--- src/rtl/uart_frame_pkg.sv ---
// Shared types for the UART frame receiver: FSM state encoding and checksum width.
package uart_frame_pkg;

  typedef enum logic [2:0] {
    ST_IDLE,
    ST_LEN,
    ST_PAYLOAD,
    ST_CHK,
    ST_DRAIN
  } state_e;

  localparam int CHK_W = 8;

endpackage

--- src/rtl/uart_frame_buf.sv ---
// Payload buffer: MAX_LEN x 8 register file, one synchronous write port, one asynchronous read port.
module uart_frame_buf #(
  parameter int MAX_LEN = 16,
  parameter int AW      = 4
) (
  input  logic          clk,
  input  logic          we,
  input  logic [AW-1:0] waddr,
  input  logic [7:0]    wdata,
  input  logic [AW-1:0] raddr,
  output logic [7:0]    rdata
);

  logic [7:0] mem_q [MAX_LEN];

  always_ff @(posedge clk) begin
    if (we) mem_q[waddr] <= wdata;
  end

  assign rdata = mem_q[raddr];

endmodule

--- src/rtl/uart_frame_rx.sv ---
// Frame parser (SOF, LEN, payload, checksum) that buffers the payload and releases it
// on a valid/ready stream only once the checksum has been verified.
module uart_frame_rx
  import uart_frame_pkg::*;
#(
  parameter int          MAX_LEN      = 16,
  parameter logic [7:0]  SOF          = 8'hA5,
  parameter int          TIMEOUT_CLKS = 104160,
  localparam int         LW           = $clog2(MAX_LEN + 1)
) (
  input  logic          clk,
  input  logic          rst,
  input  logic [7:0]    rx_data,
  input  logic          rx_done,
  output logic [7:0]    m_data,
  output logic          m_valid,
  input  logic          m_ready,
  output logic          m_last,
  output logic [LW-1:0] frame_len,
  output logic          busy,
  output logic          chk_err,
  output logic          len_err,
  output logic          timeout_err,
  output logic          ovr_err
);

  localparam int AW = (MAX_LEN > 1) ? $clog2(MAX_LEN) : 1;
  localparam int TW = $clog2(TIMEOUT_CLKS + 1);
  // Expiry is detected one cycle early so the registered pulse lands
  // exactly TIMEOUT_CLKS cycles after the last accepted byte.
  localparam logic [TW-1:0] EXPIRE = TW'(TIMEOUT_CLKS - 2);

  state_e           state_q, state_d;
  logic [LW-1:0]    len_q, len_d;
  logic [LW-1:0]    widx_q, widx_d;
  logic [LW-1:0]    ridx_q, ridx_d;
  logic [CHK_W-1:0] sum_q, sum_d;
  logic [TW-1:0]    cnt_q, cnt_d;
  logic             chk_err_q, chk_err_d;
  logic             len_err_q, len_err_d;
  logic             timeout_err_q, timeout_err_d;
  logic             ovr_err_q, ovr_err_d;

  logic             buf_we;
  logic [7:0]       buf_rdata;
  logic             in_frame;
  logic             expire;
  logic             drain;
  logic             last;

  uart_frame_buf #(
    .MAX_LEN (MAX_LEN),
    .AW      (AW)
  ) u_buf (
    .clk   (clk),
    .we    (buf_we),
    .waddr (widx_q[AW-1:0]),
    .wdata (rx_data),
    .raddr (ridx_q[AW-1:0]),
    .rdata (buf_rdata)
  );

  assign in_frame = (state_q == ST_LEN) || (state_q == ST_PAYLOAD) || (state_q == ST_CHK);
  assign expire   = in_frame && !rx_done && (cnt_q == EXPIRE);
  assign drain    = (state_q == ST_DRAIN);
  assign last     = (ridx_q == len_q - LW'(1));

  always_comb begin
    state_d       = state_q;
    len_d         = len_q;
    widx_d        = widx_q;
    ridx_d        = ridx_q;
    sum_d         = sum_q;
    buf_we        = 1'b0;
    chk_err_d     = 1'b0;
    len_err_d     = 1'b0;
    timeout_err_d = 1'b0;
    ovr_err_d     = 1'b0;
    cnt_d         = (in_frame && !rx_done && !expire) ? cnt_q + TW'(1) : '0;

    unique case (state_q)
      ST_IDLE: begin
        if (rx_done && rx_data == SOF) state_d = ST_LEN;
      end
      ST_LEN: begin
        if (expire) begin
          timeout_err_d = 1'b1;
          state_d       = ST_IDLE;
        end else if (rx_done) begin
          if (rx_data == 8'd0 || rx_data > 8'(MAX_LEN)) begin
            len_err_d = 1'b1;
            state_d   = ST_IDLE;
          end else begin
            len_d   = rx_data[LW-1:0];
            sum_d   = rx_data;
            widx_d  = '0;
            state_d = ST_PAYLOAD;
          end
        end
      end
      ST_PAYLOAD: begin
        if (expire) begin
          timeout_err_d = 1'b1;
          state_d       = ST_IDLE;
        end else if (rx_done) begin
          buf_we = 1'b1;
          widx_d = widx_q + LW'(1);
          sum_d  = sum_q + rx_data;
          if (widx_q == len_q - LW'(1)) state_d = ST_CHK;
        end
      end
      ST_CHK: begin
        if (expire) begin
          timeout_err_d = 1'b1;
          state_d       = ST_IDLE;
        end else if (rx_done) begin
          if (rx_data == sum_q) begin
            ridx_d  = '0;
            state_d = ST_DRAIN;
          end else begin
            chk_err_d = 1'b1;
            state_d   = ST_IDLE;
          end
        end
      end
      ST_DRAIN: begin
        // The receiver cannot be stalled, so bytes arriving while draining are lost.
        ovr_err_d = rx_done;
        if (m_ready) begin
          ridx_d = ridx_q + LW'(1);
          if (last) state_d = ST_IDLE;
        end
      end
      default: state_d = ST_IDLE;
    endcase
  end

  always_ff @(posedge clk) begin
    if (rst) begin
      state_q       <= ST_IDLE;
      len_q         <= '0;
      widx_q        <= '0;
      ridx_q        <= '0;
      sum_q         <= '0;
      cnt_q         <= '0;
      chk_err_q     <= 1'b0;
      len_err_q     <= 1'b0;
      timeout_err_q <= 1'b0;
      ovr_err_q     <= 1'b0;
    end else begin
      state_q       <= state_d;
      len_q         <= len_d;
      widx_q        <= widx_d;
      ridx_q        <= ridx_d;
      sum_q         <= sum_d;
      cnt_q         <= cnt_d;
      chk_err_q     <= chk_err_d;
      len_err_q     <= len_err_d;
      timeout_err_q <= timeout_err_d;
      ovr_err_q     <= ovr_err_d;
    end
  end

  assign m_valid     = drain;
  assign m_data      = drain ? buf_rdata : 8'd0;
  assign m_last      = drain && last;
  assign frame_len   = len_q;
  assign busy        = (state_q != ST_IDLE);
  assign chk_err     = chk_err_q;
  assign len_err     = len_err_q;
  assign timeout_err = timeout_err_q;
  assign ovr_err     = ovr_err_q;

endmodule

--- config.mk ---
export PLATFORM = sky130hd
export DESIGN_NAME = uart_frame_rx
export DESIGN_NICKNAME = d
export VERILOG_FILES = /design/src/rtl/uart_frame_pkg.sv /design/src/rtl/uart_frame_buf.sv /design/src/rtl/uart_frame_rx.sv
export SDC_FILE = /design/constraint.sdc
export NUM_CORES = 1
export LEC_CHECK = 0
export CAP_MARGIN = 20
export CORE_AREA = 2 2 136 112
export CTS_BUF_LIST = sky130_fd_sc_hd__clkbuf_4
export CTS_CLUSTER_SIZE = 20
export DETAILED_ROUTE_END_ITERATION = 12
export DIE_AREA = 0 0 138 114
export GPL_TIMING_DRIVEN = 1
export PLACE_DENSITY = 0.68
export SLEW_MARGIN = 10
export SYNTH_ARGS = -nofsm -noshare
export SYNTH_HDL_FRONTEND = slang
export SYNTH_SLANG_ARGS = --single-unit
--- constraint.sdc ---
create_clock -name clk -period 3.1 [get_ports clk]
set_input_delay 0.62 -clock clk [delete_from_list [all_inputs] [get_ports clk]]
set_output_delay 0.62 -clock clk [all_outputs]
set_load 0.005 [all_outputs]
==> run metrics <==
worst skew pair latency=580 ps; P_sw=971 uW; Vias=4739; critical path class=reg -> out; Flop pwr share=0.650; Gate power share=0.030; Worst Path Required=around 2500 ps; Rows=40; failing checks=setup timing; largest stage delay on the critical path=approximately 550 ps; Min-Delay Path Depth=1; Hold Path Class=reg -> reg; clock buffer depth=2; setup slack after layout=-103 ps; Synth Register Bits=179; Final period util=1.03; Final Hold Viols=0; clock buffer count from CTS=17; pin slew with the least headroom to its limit=605 ps; Ys Warns=0; Post-synth EDFFs=between 100 and 150; Die Wd=~140 um; CTS tree=yes; Seq/Total Area, Yosys=0.626; global route overflow=0; Clock power frac=0.320; Hold Buf Count CTS=0; Mean Syn Cell Area=~15 um2; vias in the first global route=~4700; initial antenna violation count=1; Slew headroom=0.597; largest net degree at the start of global routing=33; num ports=32; Die Ht=114 um; global-route wire length before repair=~27 mm; drt wl/cell=20.7 um; DRT Wirelength=between 15 and 20 mm; post-synthesis cell area=7770 um2; # setup viols final=7; power per standard cell area=~440 nW/um2; vias per cell=around 5.9; unrepaired setup endpoints after global routing=true; max cap viols=0; fmax=312 MHz; CP Launch Type=flip-flop; Leakage=0.00295 uW; DRT Pass-1 Iters=5; syn_nets=560; CTS H-Tree Depth=4; Slew Limit Fails=0; Port-buffer cells=31; status=finished with violations; final core utilization=0.619; crit path time final=3200 ps; Initial Util=0.536; worst path cell trace=buf_12, buf_12, mux4_2, mux4_2, and2_4, buf_6; VDD IR max=~0.24 mV; hold slack=488 ps; Reg clk slew, reported paths=160 ps; die area=15700 um2; slowest stage cell, crit path=mux4_2; dpl hpwl=11.2 mm; GRT Util Overall=0.227; Most used DFF post-synth=edfxtp_1; post-synthesis cell type count=57; core area=14500 um2; routability congestion estimate from global placement=0.833; initial detailed-routing violation count=388; post-route ant nets=0; Fin Clk Skew=roughly 20 ps; sw frac=0.246; Synth Instances=roughly 530; # DRC=0; commonest non-fill, non-tap cell in the layout=edfxtp_1; crit path DAT=2580 ps; Nets=~640; commonest non-fill, non-tap cells in the layout=edfxtp_1, nor2_1, dfxtp_1; Internal Power=2970 uW; Clock Root Buffer=clkbuf_4; clk sinks=179; Post-synth ARST share=0; final setup TNS=-367 ps; Max FO, Critical Path=7; Setup crit end kind=output port; R2R depth=7; area growth from synthesis to layout=15.6%; share of cells above drive strength 1=0.253
-- cells by family after synthesis --
group           share of synthesized area
mux                                 0.131
fa+ha+maj                          0.0267
simple gates                        0.111
xor+xnor                           0.0394
flops                               0.626
compound gates                     0.0401
buf+inv                            0.0253
-- stage by stage --
stage | power, uW | area [um2] | std cells | worst slack [ps]
after global routing | 4080 | 8980 | 810 | -204
final | 3950 | 8980 | 810 | -103
after global placement | 2730 | 8520 | 765 | 177
after detailed placement | 2740 | 8520 | 765 | 84.3
after floorplan | 2670 | 7770 | 532 | 529
after CTS | 3970 | 9050 | 813 | -167
-- power by group through the flow --
stage / sequential [uW] / clock, uW / combinational [uW]
2_1_floorplan: 2610 / 0 / 51.7
3_3_place_gp: 2620 / 0 / 116
3_5_place_dp: 2620 / 0 / 119
4_1_cts: 2560 / 1290 / 120
5_1_grt: 2560 / 1390 / 131
6_report: 2560 / 1260 / 120
-- sequential cells by signal, indices dropped and copies added, names as in the netlist, named ones only --
| register | cells |
|---|---|
| sum_q | 8 |
| cnt_q | 17 |
| state_q | 3 |
| widx_q | 5 |
| ovr_err | 1 |
| u_buf.mem_q | 128 |
| ridx_q | 5 |
| len_err | 1 |
| chk_err | 1 |
| frame_len | 5 |
| timeout_err | 1 |
-- layout make-up --
cell class	instances	area, um2
Sequential cell	179	4870
Clock buffer	18	135
Multi-Input combinational cell	311	2750
Timing Repair Buffer	81	778
Tap cell	189	236
Inverter	17	63.8
Clock inverter	14	139
Antenna cell	1	2.50
Fill cell	1079	5530
-- synthesized netlist by cell type, types with 2 or more instances --
cell type  count  area share
a2111oi_0      2      0.0023
a211o_1        2      0.0023
a211oi_1       5      0.0048
a21oi_1       12      0.0077
a311oi_1       2      0.0023
and2_1        11      0.0089
buf_1          5      0.0024
buf_2          6      0.0039
clkbuf_1      10      0.0048
clkbuf_8       2      0.0035
dfxtp_1       51        0.13
edfxtp_1     128        0.49
ha_1          15       0.024
inv_1         16      0.0077
mux2i_1       12       0.015
mux4_2        40        0.12
nand2_1       20      0.0097
nand2_2        2      0.0016
nand2b_1       7      0.0056
nand3_1       11      0.0071
nand4_1        8      0.0064
nor2_1        57       0.028
nor2_2         2      0.0016
nor3_1        22       0.014
nor3_2         2      0.0026
nor3b_1        4      0.0039
nor4_1         4      0.0032
nor4b_1        2      0.0023
o21a_1         3      0.0029
o21ai_0        5      0.0032
o21ai_1        2      0.0013
or3_1          4      0.0032
xnor2_1       16       0.018
xor2_1        19       0.021
-- worst paths after layout --
| path | start | to | slack, ps |
|---|---|---|---|
| hold / removal | cnt_q[0] | cnt_q[0] | 490 |
| setup reg to reg | sum_q[1] | sum_q[7] | 790 |
| setup / recovery | flip-flop | m_data[3] | -100 |
| hold reg to reg | cnt_q[0] | cnt_q[0] | 490 |
-- per-layer routing --
layer	vias up	part of all wire	global-route usage
met2	161	0.48	0.356
met3	21	0.063	0.0596
li1	2160	-	-
met1	2397	0.44	0.314
met5	-	0	0
met4	0	0.015	0.0762
-- worst max-delay path, delay by kind of cell, from the launching register on --
family,cells,cell delay [ps]
mux,2,1030
flops,1,450
buf+inv,3,350
simple gates,1,170
-- what timing repair did --
item	CTS	global route
buffers inserted	13	0
gates cloned	3	0
pin swaps	0	0
setup endpoints to repair	9	8
gates resized for setup	53	8
Power figures use the tool's default switching activity.
